<file path="src/rtl/rob.sv">
// rob: 2**ROB_WIDTH-entry reorder buffer with in-order retire, operand lookup and mispredict flush.
module rob #(
  parameter int ROB_WIDTH = 3
) (
  input  logic                 clk_in,
  input  logic                 rst_in,
  input  logic                 rdy_in,
  input  logic                 dec_ready,
  input  logic [1:0]           dec_type,
  input  logic [4:0]           dec_rd,
  input  logic                 dec_pred_taken,
  input  logic [31:0]          dec_alt_pc,
  output logic [ROB_WIDTH-1:0] dec_rob_id,
  output logic                 rob_full,
  input  logic [ROB_WIDTH-1:0] query_j_id,
  input  logic [ROB_WIDTH-1:0] query_k_id,
  output logic                 query_j_ready,
  output logic                 query_k_ready,
  output logic [31:0]          query_j_value,
  output logic [31:0]          query_k_value,
  input  logic                 rs_ready,
  input  logic [ROB_WIDTH-1:0] rs_rob_id,
  input  logic [31:0]          rs_value,
  input  logic                 lsb_ready,
  input  logic [ROB_WIDTH-1:0] lsb_rob_id,
  input  logic [31:0]          lsb_value,
  output logic                 commit_valid,
  output logic [ROB_WIDTH-1:0] commit_rob_id,
  output logic [4:0]           commit_rd,
  output logic [31:0]          commit_value,
  output logic                 store_commit,
  output logic                 clear,
  output logic [31:0]          clear_pc
);
  localparam int DEPTH = 1 << ROB_WIDTH;
  logic [DEPTH-1:0]     busy, rdy, pred;
  logic [1:0]           typ    [DEPTH];
  logic [4:0]           rd     [DEPTH];
  logic [31:0]          alt_pc [DEPTH];
  logic [31:0]          value  [DEPTH];
  logic [ROB_WIDTH-1:0] head, tail;
  logic [ROB_WIDTH:0]   count;
  logic                 cv_q, sc_q, clr_q;
  logic                 dispatch, retire, mispredict, rs_hit, lsb_hit;
  logic                 jr, jl, kr, kl, j_done, k_done;
  assign rob_full      = count == (ROB_WIDTH+1)'(DEPTH);
  assign dec_rob_id    = tail;
  assign commit_valid  = cv_q && rdy_in;
  assign store_commit  = sc_q && rdy_in;
  assign clear         = clr_q && rdy_in;
  assign dispatch      = dec_ready && !rob_full && !clr_q;
  assign retire        = busy[head] && rdy[head];
  assign mispredict    = retire && typ[head] == 2'b10 && value[head][0] != pred[head];
  assign rs_hit        = rs_ready && !clr_q && busy[rs_rob_id];
  assign lsb_hit       = lsb_ready && !clr_q && busy[lsb_rob_id];
  // Lookups prefer the stored result, then a same-cycle broadcast (LSB over RS).
  assign j_done        = busy[query_j_id] && rdy[query_j_id];
  assign k_done        = busy[query_k_id] && rdy[query_k_id];
  assign jl            = lsb_hit && lsb_rob_id == query_j_id;
  assign jr            = rs_hit && rs_rob_id == query_j_id;
  assign kl            = lsb_hit && lsb_rob_id == query_k_id;
  assign kr            = rs_hit && rs_rob_id == query_k_id;
  assign query_j_ready = j_done || jl || jr;
  assign query_k_ready = k_done || kl || kr;
  assign query_j_value = j_done ? value[query_j_id] : jl ? lsb_value : jr ? rs_value : 32'd0;
  assign query_k_value = k_done ? value[query_k_id] : kl ? lsb_value : kr ? rs_value : 32'd0;
  always_ff @(posedge clk_in) begin
    if (rst_in) begin
      head          <= '0;
      tail          <= '0;
      count         <= '0;
      busy          <= '0;
      rdy           <= '0;
      cv_q          <= 1'b0;
      sc_q          <= 1'b0;
      clr_q         <= 1'b0;
      commit_rob_id <= '0;
      commit_rd     <= '0;
      commit_value  <= '0;
      clear_pc      <= '0;
    end else if (!rdy_in) begin
      cv_q  <= 1'b0;
      sc_q  <= 1'b0;
      clr_q <= 1'b0;
    end else begin
      cv_q  <= retire && typ[head] == 2'b00;
      sc_q  <= retire && typ[head] == 2'b01;
      clr_q <= mispredict;
      if (retire) begin
        commit_rob_id <= head;
        commit_rd     <= rd[head];
        commit_value  <= value[head];
        busy[head]    <= 1'b0;
        head          <= head + 1'b1;
      end
      if (mispredict) clear_pc <= alt_pc[head];
      if (dispatch) begin
        busy[tail]   <= 1'b1;
        rdy[tail]    <= 1'b0;
        typ[tail]    <= dec_type == 2'b11 ? 2'b00 : dec_type;
        rd[tail]     <= dec_rd;
        pred[tail]   <= dec_pred_taken;
        alt_pc[tail] <= dec_alt_pc;
        tail         <= tail + 1'b1;
      end
      if (rs_hit) begin
        rdy[rs_rob_id]   <= 1'b1;
        value[rs_rob_id] <= rs_value;
      end
      if (lsb_hit) begin
        rdy[lsb_rob_id]   <= 1'b1;
        value[lsb_rob_id] <= lsb_value;
      end
      count <= count + {{ROB_WIDTH{1'b0}}, dispatch} - {{ROB_WIDTH{1'b0}}, retire};
      if (mispredict) begin
        busy  <= '0;
        head  <= '0;
        tail  <= '0;
        count <= '0;
      end
    end
  end
endmodule

</file>
<file path="config.mk">
export PLATFORM = sky130hd
export DESIGN_NAME = rob
export DESIGN_NICKNAME = d
export VERILOG_FILES = /design/src/rtl/rob.sv
export SDC_FILE = /design/constraint.sdc
export NUM_CORES = 1
export LEC_CHECK = 0
export CORE_ASPECT_RATIO = 2
export CORE_UTILIZATION = 50
export CTS_CLUSTER_DIAMETER = 120
export DETAILED_ROUTE_END_ITERATION = 8
export PLACE_DENSITY_LB_ADDON = 0.2
export SYNTH_ARGS = -nofsm -noshare
export SYNTH_HDL_FRONTEND = slang
export SYNTH_SLANG_ARGS = --single-unit
</file>
<file path="constraint.sdc">
create_clock -name clk_in -period 9.5 [get_ports clk_in]
set_clock_uncertainty 0.1 [all_clocks]
set_input_delay 1.9 -clock clk_in [delete_from_list [all_inputs] [get_ports clk_in]]
set_output_delay 1.9 -clock clk_in [all_outputs]
set_load 0.005 [all_outputs]
</file>
==> flow_metrics.tcl <==
set metrics [dict create \
    placedCellCount 3343 \
    die_w_um 189.6 \
    syn_to_final_growth_pct 15.44 \
    highest-signal-layer "met5" \
    wirelength_mm 110.5 \
    clk_latency_ns 0.65 \
    fin_crit_sh 0.8041 \
    grt_util_all_layers 0.3087 \
    drt-initial-drc-count 2188 \
    place.detailed.hpwl_mm 66.63 \
    grt_pass1_wl_mm 161.1 \
    cts_buffers 61 \
    ff2ff_path_depth 16 \
    synth_edf_count 576 \
    core_sq_mm 0.06977 \
    grt_max_degree 72 \
    status "finished, final reports clean" \
    grt_antenna_before_repair 7 \
    whs_path_depth 2 \
    ant_nets 0 \
    viasPerCell 6.905 \
    route.detailed.drc 0 \
    arrival_ns 5.64 \
    clockRootBuffer "clkbuf_16" \
    wl_met1_mm 38.61 \
    startpoint_type "input port" \
    die_y_um 377.2 \
    h-tree-depth 2 \
    drive_gt1_frac 0.2668 \
    final_cell_count_no_fill 3462 \
    power_density_mw_per_mm2 156.1 \
    rsz0062_at_grt "false" \
    fillers 5387 \
    path_max_fanout 25 \
    port_buffers 266 \
    post-cts-setup-buffers 0 \
    final_core_util 0.5824 \
    met3_length_mm 9.692 \
    irDropWorstVdd_uv 213.6 \
    syn_area_per_cell_sq_um 14.68 \
    syn-num-nets 2528 \
    hold_viol 0 \
    ys_ff_latch 680 \
    setup_viol 0 \
    cp.required_ns 7.50 \
    final_cell_mix "edfxtp_1 (576), clkdlybuf4s50_1 (258), mux2_2 (247), mux4_2 (216), a21oi_1 (130)" \
    worst_slew_pin_slew_ns 1.208 \
    netlist_area_sq_mm 0.03520 \
    cts_hold_buf 0 \
    post_drt_wl_per_cell_um 31.91 \
    seq_area_frac_synth 0.5505 \
    async_reset_ff_frac 0 \
    final.min_clock_period_ns 7.639 \
    cts_resized 0 \
    dieArea_sq_mm 0.07153 \
    final_nets 2633 \
    relSlewSlack 0.1944 \
    netlist_instances 2398 \
    path_class "in -> out" \
    synthFlopType "edfxtp_1" \
    p_leak_nw 12.74 \
    yosys_warnings 0 \
    dr_total_vias 23900 \
    cts_tree "built" \
    synth_cell_types 74 \
    grt_pass1_vias 24800 \
    clockBufferDepth 3 \
    tns_ns 0 \
    slew_viol_final 0 \
    final_common_cell "edfxtp_1" \
    cts_sinks 680 \
    max_freq_ghz 0.1309 \
    wl_met2_mm 56.86 \
    start_util 0.5045 \
    worstHoldPathType "reg -> reg" \
    end_kind "primary output" \
    grt-ovfl-total 0 \
    globalplace.congestion 0.8485 \
    core.rowCount 137 \
    finalPower_mw 6.342 \
    firstDrtPassIters 5 \
    maxCapViolations 0 \
    pin_count 267 \
    clk_pin_slew_worst_paths_ns 0.07 \
]
state kept, by name (all words and copies together) (netlist names), named ones only:
| signal | cells |
|---|---|
| clr_q | 1 |
| value | 256 |
| pred | 8 |
| cv_q | 1 |
| clear_pc | 32 |
| commit_value | 32 |
| busy | 8 |
| rd | 40 |
| typ | 16 |
| sc_q | 1 |
| rdy | 8 |
| dec_rob_id | 3 |
| commit_rob_id | 3 |
| alt_pc | 256 |
| count | 4 |
| commit_rd | 5 |
| head | 3 |
layout make-up:
class	count	area [sq um]	area share
antenna	3	7.507	0.0001848
clock buffer	80	1658	0.04080
clock inverter	36	410.4	0.01010
inverter	10	37.54	0.0009238
multi-input combinational	1420	14870	0.3660
sequential	680	19390	0.4773
tap	903	1130	0.02781
timing repair buffer	330	3126	0.07692
kinds of logic after synthesis:
family,count (synthesis),share of synthesized area
simple gates,302,0.04777
flops,680,0.5505
compound gates,447,0.08830
fa+ha+maj,8,0.003057
xor+xnor,16,0.004195
mux,647,0.2720
buf+inv,298,0.03416
cells in the mapped netlist, types with 4 or more instances:
| library cell | number | area, sq um |
|---|---|---|
| o21ai_0 | 27 | 135.1 |
| o311ai_1 | 4 | 35.03 |
| and3b_1 | 4 | 35.03 |
| ha_1 | 7 | 87.58 |
| nand2b_1 | 14 | 87.58 |
| mux2_1 | 55 | 619.3 |
| and2_1 | 14 | 87.58 |
| a311oi_1 | 8 | 70.07 |
| clkbuf_2 | 8 | 40.04 |
| and3_1 | 6 | 37.54 |
| o21ai_1 | 8 | 40.04 |
| inv_1 | 7 | 26.28 |
| clkbuf_1 | 166 | 623.1 |
| buf_2 | 53 | 265.3 |
| buf_1 | 60 | 225.2 |
| nor2b_1 | 26 | 162.7 |
| mux4_2 | 216 | 4865 |
| mux2_2 | 247 | 2781 |
| nand3_1 | 22 | 110.1 |
| nand2_1 | 45 | 168.9 |
| mux2i_1 | 127 | 1271 |
| a41oi_1 | 14 | 122.6 |
| edfxtp_1 | 576 | 17300 |
| a31oi_1 | 9 | 56.30 |
| a22o_1 | 10 | 87.58 |
| a221oi_1 | 10 | 87.58 |
| a221o_1 | 22 | 220.2 |
| o2bb2ai_1 | 4 | 35.03 |
| a222oi_1 | 8 | 80.08 |
| nand4_1 | 77 | 481.7 |
| dfxtp_1 | 104 | 2082 |
| nor3_1 | 7 | 35.03 |
| o21bai_1 | 9 | 67.56 |
| nand3b_1 | 10 | 75.07 |
| nor2_1 | 56 | 210.2 |
| a21oi_1 | 130 | 650.6 |
| o22ai_1 | 4 | 25.02 |
| a211oi_1 | 58 | 435.4 |
| a22oi_1 | 94 | 705.7 |
| xor2_1 | 13 | 113.9 |
through the flow:
| step | cell area, sq um | hold slack [ns] | worst slack, ns |
|---|---|---|---|
| after global routing | 40630 | 0.3849 | 1.641 |
| after CTS | 40630 | 0.3641 | 1.892 |
| after floorplan | 35200 | 0.3411 | 3.517 |
| final | 40630 | 0.3672 | 1.861 |
| after global placement | 38560 | 0.3506 | 2.053 |
| after detailed placement | 38560 | 0.3531 | 1.896 |
layer usage:
layer / up-vias / global-route usage
li1: 9956 / -
met1: 12280 / 0.3520
met2: 1329 / 0.5445
met3: 327 / 0.06382
met4: 10 / 0.1534
met5: - / 0
report_power, final:
group          internal (mW)  switching (mW)  total (mW)
Combinational          0.216           0.277       0.493
Clock                   1.41            1.17        2.58
Sequential              3.26          0.0172        3.27
critical path: stages:
cell and delay, ns:
clkdlybuf4s50_1 1.16, mux4_2 0.37, or2_0 0.27, and4_1 0.57, buf_4 0.44, a21oi_1 0.12
a22oi_1 0.23, clkdlybuf4s50_1 0.54
path summary, 6_finish.rpt:
| kind | start | end | slack, ns |
|---|---|---|---|
| max | lsb_rob_id[2] | query_k_value[2] | 1.86 |
| min | count[2] | count[2] | 0.37 |
| max reg2reg | head[0] | count[3] | 4.96 |
| min reg2reg | count[2] | count[2] | 0.37 |
No activity file was read; power rests on OpenSTA's default activity.
